File: src/rtl/sq_radix4_pipe.sv
// Pipelined radix-4 squarer with valid/ready flow control, selectable
// full/truncated result width and an optional running sum-of-squares mode.
//
// The operand is split into W/2 two-bit digits d_i. With X_i the value of the
// operand's low 2(i+1) bits:
//   X_i^2 = X_(i-1)^2 + d_i*4^i * (d_i*4^i + 2*X_(i-1))
// so the square is the sum of W/2 partial squares, one per digit. Stage 1
// forms them, the middle stages halve the term count pairwise, and the final
// stage adds what is left plus the accumulator. All term arithmetic is done
// modulo 2^OW, which is exact for the truncated result and for the full one.
module sq_radix4_pipe #(
  parameter int W      = 16,
  parameter int STAGES = 2,
  parameter int FULL   = 0
) (
  input  logic                                clk,
  input  logic                                rst_n,
  input  logic                                in_valid,
  output logic                                in_ready,
  input  logic [W-1:0]                        in_data,
  input  logic                                in_acc,
  output logic                                out_valid,
  input  logic                                out_ready,
  output logic [((FULL != 0) ? 2*W : W)-1:0]  out_data,
  output logic                                out_ovf
);

  localparam int OW = (FULL != 0) ? 2*W : W;
  localparam int N  = W / 2;

  typedef logic [OW-1:0]         term_t;
  typedef logic [N-1:0][OW-1:0]  terms_t;

  // One partial square per radix-4 digit: d_i * 4^i * (d_i*4^i + 2*low_i),
  // where low_i is the operand below digit i.
  function automatic terms_t form_partials(input logic [W-1:0] x);
    terms_t p;
    term_t  low;
    term_t  base;
    for (int i = 0; i < N; i++) begin
      low = '0;
      for (int b = 0; b < 2*i; b++) low[b] = x[b];
      base = (term_t'(x[2*i +: 2]) << (2*i)) + (low << 1);
      case (x[2*i +: 2])
        2'd0:    p[i] = '0;
        2'd1:    p[i] = base << (2*i);
        2'd2:    p[i] = base << (2*i + 1);
        default: p[i] = (base + (base << 1)) << (2*i);
      endcase
    end
    return p;
  endfunction

  // Pairwise reduction: term j lands in slot j/2, upper slots become zero.
  function automatic terms_t reduce_pairs(input terms_t t);
    terms_t r;
    r = '0;
    for (int j = 0; j < N; j++) r[j/2] = r[j/2] + t[j];
    return r;
  endfunction

  function automatic term_t sum_terms(input terms_t t);
    term_t s;
    s = '0;
    for (int j = 0; j < N; j++) s = s + t[j];
    return s;
  endfunction

  // Global stall: the whole pipe moves only when the output slot frees up.
  logic  advance;
  logic  ready_en;
  logic  accept;
  logic  fin_valid;
  logic  fin_load;
  logic  fin_acc;
  term_t fin_sq;
  term_t acc_q;
  term_t acc_term;
  logic [OW:0] total_sum;

  assign advance  = !out_valid || out_ready;
  assign in_ready = ready_en && advance;
  assign accept   = in_valid && in_ready;
  assign fin_load = advance && fin_valid;

  if (STAGES == 1) begin : g_single
    // The only register is the output stage: square and accumulate in one go.
    assign fin_valid = accept;
    assign fin_sq    = sum_terms(form_partials(in_data));
    assign fin_acc   = in_acc;
  end else begin : g_multi
    localparam int NT = STAGES - 1;

    terms_t st_terms [NT];
    logic   st_acc   [NT];
    logic   st_valid [NT];

    // Slot occupancy: bubbles and operands shift together on every advance.
    always_ff @(posedge clk or negedge rst_n) begin
      if (!rst_n) begin
        for (int s = 0; s < NT; s++) st_valid[s] <= 1'b0;
      end else if (advance) begin
        st_valid[0] <= accept;
        for (int s = 1; s < NT; s++) st_valid[s] <= st_valid[s-1];
      end
    end

    // Term stages: form partial squares, then halve the term count per stage.
    // NOTE: datapath stage registers carry no reset; their contents only
    // matter while the matching valid bit is set.
    always_ff @(posedge clk) begin
      if (advance) begin
        st_terms[0] <= form_partials(in_data);
        st_acc[0]   <= in_acc;
        for (int s = 1; s < NT; s++) begin
          st_terms[s] <= reduce_pairs(st_terms[s-1]);
          st_acc[s]   <= st_acc[s-1];
        end
      end
    end

    assign fin_valid = st_valid[NT-1];
    assign fin_sq    = sum_terms(st_terms[NT-1]);
    assign fin_acc   = st_acc[NT-1];
  end

  // Final add is modulo 2^OW; its carry out becomes the overflow flag.
  assign acc_term  = fin_acc ? acc_q : '0;
  assign total_sum = {1'b0, fin_sq} + {1'b0, acc_term};

  // Output slot, overflow flag and running accumulator. The accumulator moves
  // only when a valid entry lands in the output slot, so it follows the
  // acceptance order of operands.
  // NOTE: sequential state uses non-blocking assignments so every flop
  // samples the values from before the clock edge.
  always_ff @(posedge clk or negedge rst_n) begin
    if (!rst_n) begin
      ready_en  <= 1'b0;
      out_valid <= 1'b0;
      out_data  <= '0;
      out_ovf   <= 1'b0;
      acc_q     <= '0;
    end else begin
      ready_en <= 1'b1;
      if (advance) out_valid <= fin_valid;
      if (fin_load) begin
        out_data <= total_sum[OW-1:0];
        out_ovf  <= total_sum[OW];
        acc_q    <= total_sum[OW-1:0];
      end
    end
  end

endmodule
File: config.mk
export PLATFORM = sky130hd
export DESIGN_NAME = sq_radix4_pipe
export DESIGN_NICKNAME = d
export VERILOG_FILES = /design/src/rtl/sq_radix4_pipe.sv
export SDC_FILE = /design/constraint.sdc
export NUM_CORES = 1
export LEC_CHECK = 0
export CAP_MARGIN = 15
export CORE_UTILIZATION = 41
export CTS_BUF_LIST = sky130_fd_sc_hd__clkbuf_4 sky130_fd_sc_hd__clkbuf_8 sky130_fd_sc_hd__clkbuf_16
export DETAILED_ROUTE_END_ITERATION = 8
export DONT_BUFFER_PORTS = 1
export REMOVE_ABC_BUFFERS = 1
export SLEW_MARGIN = 30
export SYNTH_ARGS = -nofsm -noshare
export SYNTH_HDL_FRONTEND = slang
export SYNTH_SLANG_ARGS = --single-unit
File: constraint.sdc
create_clock -name clk -period 7.5 [get_ports clk]
set_clock_uncertainty 0.05 [all_clocks]
set_input_delay 1.5 -clock clk [delete_from_list [all_inputs] [get_ports clk]]
set_output_delay 1.5 -clock clk [all_outputs]
set_load 0.05 [all_outputs]
==> impl_metrics.yaml, run 1 <==
final_layout:
  layout_commonest_cell: "ha_1"
  layout_common_cells: "72 x ha_1, 45 x inv_1, 45 x nand2_1, 44 x edfxtp_1, 38 x o21ai_0"
  postLayoutCoreUtil: 0.461
  drive_gt1_frac: 0.0544
  final_area_um2: 5840
  nNetsFinal: 654
  n_antenna_cell: 0
  stdcell_count: 723
  area.growth.synth_to_final_pct: 9.10
cts:
  path_clk_slew_ns: 0.06
  cts_root_buffer: "clkbuf_16"
  postCtsSetupBuffers: 0
  ctsResizeCount: 0
  numClockSinks: 64
  htreeDepth: 3
  clk_path_buf_depth: 2
  cts_tree: "done"
  cts_hold_buffers: 0
  clkLatencyLatePin_ns: 0.33
  cts_buffers: 9
worst_setup_path:
  crit_start: "g_multi.st_terms[0][24]"
  crit_required_ns: 7.68
  r2r-start: "g_multi.st_terms[0][24]"
  critPathBufInv: 0
  cp_max_fo: 8
  critPathMaxStageDelay_ns: 0.50
  r2r_slack_ns: 3.10
  rr_endpoint: "acc_q[15]"
  cp-end-kind: "flop"
  cp_cell_sequence: "fa_1, ha_1, ha_1, ha_1, a21o_1, a21oi_1, o21ai_0, o41ai_1, xnor2_1, ha_1, nand2_1, o21ai_0, mux2i_1, o22ai_1, o211ai_1"
  path_delay_family: "adder cells"
  cpMostUsedCell: "ha_1"
  reg2reg_depth: 15
  crit_type: "flop to flop"
  start_kind: "flop"
  cp.arrival_ns: 4.58
  cpMaxStageDelayCell: "fa_1"
detailed_routing:
  drt_first_iter_violations: 234
  via_per_inst: 5.45
  wl_mm: 11.2
  drcViolationCount: 0
  drt_pass1_iterations: 4
  ant_nets: 0
  post_drt_wl_per_cell_um: 15.4
  routed-via-count: 3938
pwr:
  p_per_area_nw_per_um2: 379
  leakage_uw: 0.00257
  ir_worst_vdd_mv: 0.185
synthesis:
  async_flop_share: 0.313
  synth-seq-cells: 64
  synth_flop_cell: "edfxtp_1"
  synth_cell_types: 59
  ys_warn_count: 0
  syn_area_um2: 5350
  ys_seq_area_frac: 0.341
  synth_edf_count: 44
  synth_area_per_cell_um2: 9.71
  synthCells: 551
sta:
  relSlewSlack: 0.530
  hold_slack_ns: 0.480
  max_slew.worst_pin.slew_ns: 0.697
  finalHoldViolCount: 0
  fmax_mhz: 227
  tns_ns: 0
  min_period_ns: 4.40
  finalMaxSlewViolations: 0
  setup_viol: 0
  fin_crit_sh: 0.587
  grt_setup_unrepaired: "false"
grt:
  grt_max_degree: 51
  grtUsageTotal: 0.181
  antenna_found_initial: 0
  grt_pass1_wl_mm: 19.1
  grt-ovfl-total: 0
  grt_pass1_vias: 3981
floorplan:
  die_area_um2: 13500
  die_x_um: 116
  core-area_um2: 12700
  start_util: 0.422
  die_h_um: 116
  placementRows: 41
  num_io_pins: 40
hold_path:
  min_to: "out_valid"
  hp-class: "flop to flop"
  whs_path_depth: 2
  min_from: "fin_valid"
flow_run:
  drv_cap: 0
placement:
  io_buffers: 0
  place_inst: 707
  dp_hpwl_mm: 8.44
  gp_congestion: 0.896
  dpl_cell_area_um2: 5510
run_status:
  outcome: "complete, no violations"
## routing by layer
metal	share of wire	vias to the layer above	global-route usage
met1	0.47	1879	0.234
met2	0.48	63	0.300
met3	0.039	8	0.0384
met4	0.0095	0	0.0598
li1	-	1988	-
met5	0	-	0
## flip-flops by register name, indices dropped and copies added, names as in the netlist
name              count
g_multi.st_terms     43
ready_en              1
out_ovf               1
acc_q                16
g_multi.st_acc        1
fin_valid             1
out_valid             1
## where the power goes
group          leakage [µW]  switching [µW]  total (µW)  internal, µW
combinational       0.00169             622        1080           462
sequential         0.000721             213         677           464
clock              0.000159             158         450           291
## worst min-delay path, stage by stage, from the launching register on
cell,delay [ns]
dfrtp_1,0.35
inv_1,0.07
nand2_1,0.07
## synthesized netlist by cell type (3+ instances only)
cell | n | area, µm²
a21o_1 | 5 | 37.5
nand2_1 | 45 | 169
fa_1 | 15 | 300
nand3_1 | 13 | 65.1
a22oi_1 | 4 | 30.0
o21a_1 | 8 | 60.1
o21ai_0 | 38 | 190
xor2_1 | 11 | 96.3
and2_1 | 22 | 138
nor2b_1 | 8 | 50.1
clkbuf_1 | 17 | 63.8
nor3b_1 | 5 | 37.5
ha_1 | 72 | 901
nor2_1 | 31 | 116
xnor2_1 | 17 | 149
o31ai_1 | 3 | 22.5
a211oi_1 | 3 | 22.5
mux2i_1 | 7 | 70.1
nand2b_1 | 4 | 25.0
a21oi_1 | 35 | 175
edfxtp_1 | 44 | 1320
o21bai_1 | 3 | 22.5
mux2_2 | 3 | 33.8
inv_1 | 45 | 169
nand4_1 | 4 | 25.0
dfrtp_1 | 20 | 500
a22o_1 | 10 | 87.6
nor3_1 | 8 | 40.0
a221oi_1 | 8 | 70.1
o211ai_1 | 7 | 52.6
## stage by stage
step | power (µW) | setup slack (ns)
after floorplan | 1530 | 2.69
after global placement | 1720 | 3.29
after detailed placement | 1750 | 3.15
after CTS | 2220 | 3.09
after global routing | 2390 | 2.90
final | 2210 | 3.10
## kinds of logic after synthesis
family | count (synthesis) | share of synthesized area
adders and majority gates | 87 | 0.225
AOI/OAI and AO/OA | 145 | 0.182
other | 1 | 0.000701
DFF | 64 | 0.341
xor gates and xnor gates | 28 | 0.0458
muxes | 10 | 0.0194
and+or+nand+nor | 153 | 0.143
buffers and inverters | 63 | 0.0442
## cell type report
cell class | instances | area [µm²]
Clock buffer | 9 | 225
Clock inverter | 7 | 96.3
Fill cell | 1186 | 6840
Inverter | 45 | 169
Multi-Input combinational cell | 424 | 3290
Sequential cell | 64 | 1820
Tap cell | 172 | 215
Timing Repair Buffer | 2 | 15.0
## how the worst max path moves through the flow
| stage | to | depth (start not counted) |
|---|---|---|
| after global routing | acc_q[15] | 15 |
| after global placement | acc_q[15] | 15 |
| after floorplan | in_ready | 2 |
| after CTS | acc_q[15] | 15 |
| final | acc_q[15] | 15 |
| after detailed placement | acc_q[15] | 15 |
(Power assumes the default switching activity.)
==> inputs of run 2 (changes only) <==
clock period = 4 ns   (was 7.5 ns; I/O delays follow)
==> run 2 against run 1 <==
  * Design area rose by 3.4%
  * Clock power is 120% higher
  * Flip-flop and latch count is the same
  * Total power up 100%
  * Die area is the same
  * Register-to-register slack lost 2.9 ns
  * Sequential share of layout area is 1.0 points lower
  * Fmax grew 14%
  * Non-clock buffer count grew 10
  * Sequential power grew 88%
  * Largest cell class unchanged
==> impl_metrics.yaml, run 2 (same netlist as run 1, synthesis figures left out) <==
run_status:
  outcome: "complete, no violations"
final_layout:
  n_antenna_cell: 0
  postLayoutCoreUtil: 0.476
  largest_register_ffs: 43
  drive_gt1_frac: 0.0927
  area.growth.synth_to_final_pct: 12.8
  layout_common_cells: "68 x ha_1, 45 x inv_1, 44 x nand2_1, 44 x edfxtp_1, 35 x o21ai_0"
  top_regs: "g_multi.st_terms: 43 flops, acc_q: 16 flops"
  nNetsFinal: 664
  largest-register: "g_multi.st_terms"
  stdcell_count: 733
  layout_commonest_cell: "ha_1"
detailed_routing:
  ant_nets: 0
  via_per_inst: 5.48
  drt_pass1_iterations: 4
  wl_met2_mm: 5.42
  drcViolationCount: 0
  dr_wl_met3_um: 487
  post_drt_wl_per_cell_um: 15.4
  routed-via-count: 4014
  wl_mm: 11.3
  met1_length_mm: 5.21
  top_layer_used: "met4"
  drt_first_iter_violations: 247
floorplan:
  die_h_um: 116
  die_x_um: 116
  die_area_um2: 13500
  num_io_pins: 40
  start_util: 0.422
  core-area_um2: 12700
  placementRows: 41
grt:
  grt_pass1_vias: 4025
  grt_pass1_wl_mm: 19.1
  grt_max_degree: 45
  grtUsageTotal: 0.181
  grt-ovfl-total: 0
  antenna_found_initial: 0
cts:
  htreeDepth: 3
  cts_tree: "done"
  path_clk_slew_ns: 0.06
  clkLatencyLatePin_ns: 0.33
  numClockSinks: 64
  cts_root_buffer: "clkbuf_16"
  clk_path_buf_depth: 2
  cts_buffers: 9
pwr:
  combinationalPowerShare: 0.505
  switchingPower_uw: 1930
  intPower_uw: 2590
  ir_worst_vdd_mv: 0.301
  swShare: 0.427
  p_per_area_nw_per_um2: 750
  clkPwrFrac: 0.215
  leakage_uw: 0.00264
  power_frac_seq: 0.280
sta:
  finalHoldViolCount: 0
  fin_crit_sh: 0.961
  setup_viol: 0
  relSlewSlack: 0.584
  max_slew.worst_pin.slew_ns: 0.608
  fmax_mhz: 260
  min_period_ns: 3.84
  finalMaxSlewViolations: 0
worst_setup_path:
  critPathMaxStageDelay_ns: 0.47
  cp_max_fo: 6
  start_kind: "flop"
  cp-end-kind: "flop"
  cpMostUsedCell: "ha_1"
  r2r_slack_ns: 0.16
  crit_required_ns: 4.20
  cp_cell_sequence: "fa_1, ha_1, ha_1, ha_1, buf_4, nand4_1, a21boi_1, o31ai_2, buf_4, a21oi_1, xnor2_1, ha_2, nor4_1, o21ai_0, o211ai_1"
  cp.arrival_ns: 4.04
  crit_type: "flop to flop"
  reg2reg_depth: 15
  cpMaxStageDelayCell: "fa_1"
flow_run:
  drv_cap: 0
hold_path:
  hp-class: "primary input to async pin"
placement:
  place_inst: 716
  dp_hpwl_mm: 8.65
  io_buffers: 0
  gp_congestion: 0.863
-- run 2: per-stage QoR --
stage	instance area, µm²	TNS [ns]	hold WS, ns	setup slack (ns)	total power [µW]
2_1_floorplan	5280	0	0.401	0.149	2880
3_3_place_gp	5580	-0.00214	0.429	-0.00214	3380
3_5_place_dp	5580	-0.0424	0.434	-0.0424	3430
4_1_cts	5950	0	0.0918	0.00175	4440
5_1_grt	6030	-0.0273	0.0912	-0.0273	4900
6_report	6030	0	0.108	0.157	4530
-- run 2: final cells by class --
type,count,area (µm²)
clock inverter,7,143
multi-input combinational,424,3370
sequential,64,1820
inverter,45,169
timing repair buffer,12,90.1
fill,1192,6640
clock buffer,9,225
tap,172,215
-- run 2: repair_timing --
item                                    CTS  global route
pin swaps                                 0            11
setup buffers                             0             1
hold endpoints to repair                  0             0
endpoints found under the setup margin    1             5
hold buffers                              0             0
gates resized for setup                   1            15
cloned                                    0             0
-- run 2: power groups by stage --
stage / registers [µW] / clock network (µW) / logic (µW)
2_1_floorplan: 1250 / 0 / 1620
5_1_grt: 1290 / 1020 / 2590
4_1_cts: 1270 / 997 / 2170
6_report: 1270 / 973 / 2290
3_5_place_dp: 1290 / 0 / 2150
3_3_place_gp: 1280 / 0 / 2100
-- run 2: final timing paths --
kind | endpoint | start
worst max-delay path | acc_q[15] | g_multi.st_terms[0][24]
worst min-delay path | acc_q[7] | rst_n
worst max register to register | acc_q[15] | g_multi.st_terms[0][24]
worst min register to register | out_valid | fin_valid
max in group asynchronous | out_valid | rst_n
min in group clk | out_valid | fin_valid
-- run 2: critical path, delay by kind of cell, from the launching register on --
| family | cells | cell delay [ns] |
|---|---|---|
| xor+xnor | 1 | 0.23 |
| buf+inv | 2 | 0.31 |
| simple gates | 2 | 0.34 |
| fa+ha+maj | 5 | 1.71 |
| compound gates | 5 | 0.70 |
| flops | 1 | 0.41 |
-- run 2: per-layer routing --
metal  track usage  vias to the layer above
met5             0                        -
li1              -                     2006
met1         0.227                     1928
met2         0.307                       65
met3        0.0420                       15
met4        0.0624                        0
==> inputs of run 3 (changes only) <==
SLEW_MARGIN = 20   (was 30)
==> results of run 3 <==
The final DEF is identical to that of run 2; final timing and power are the same.
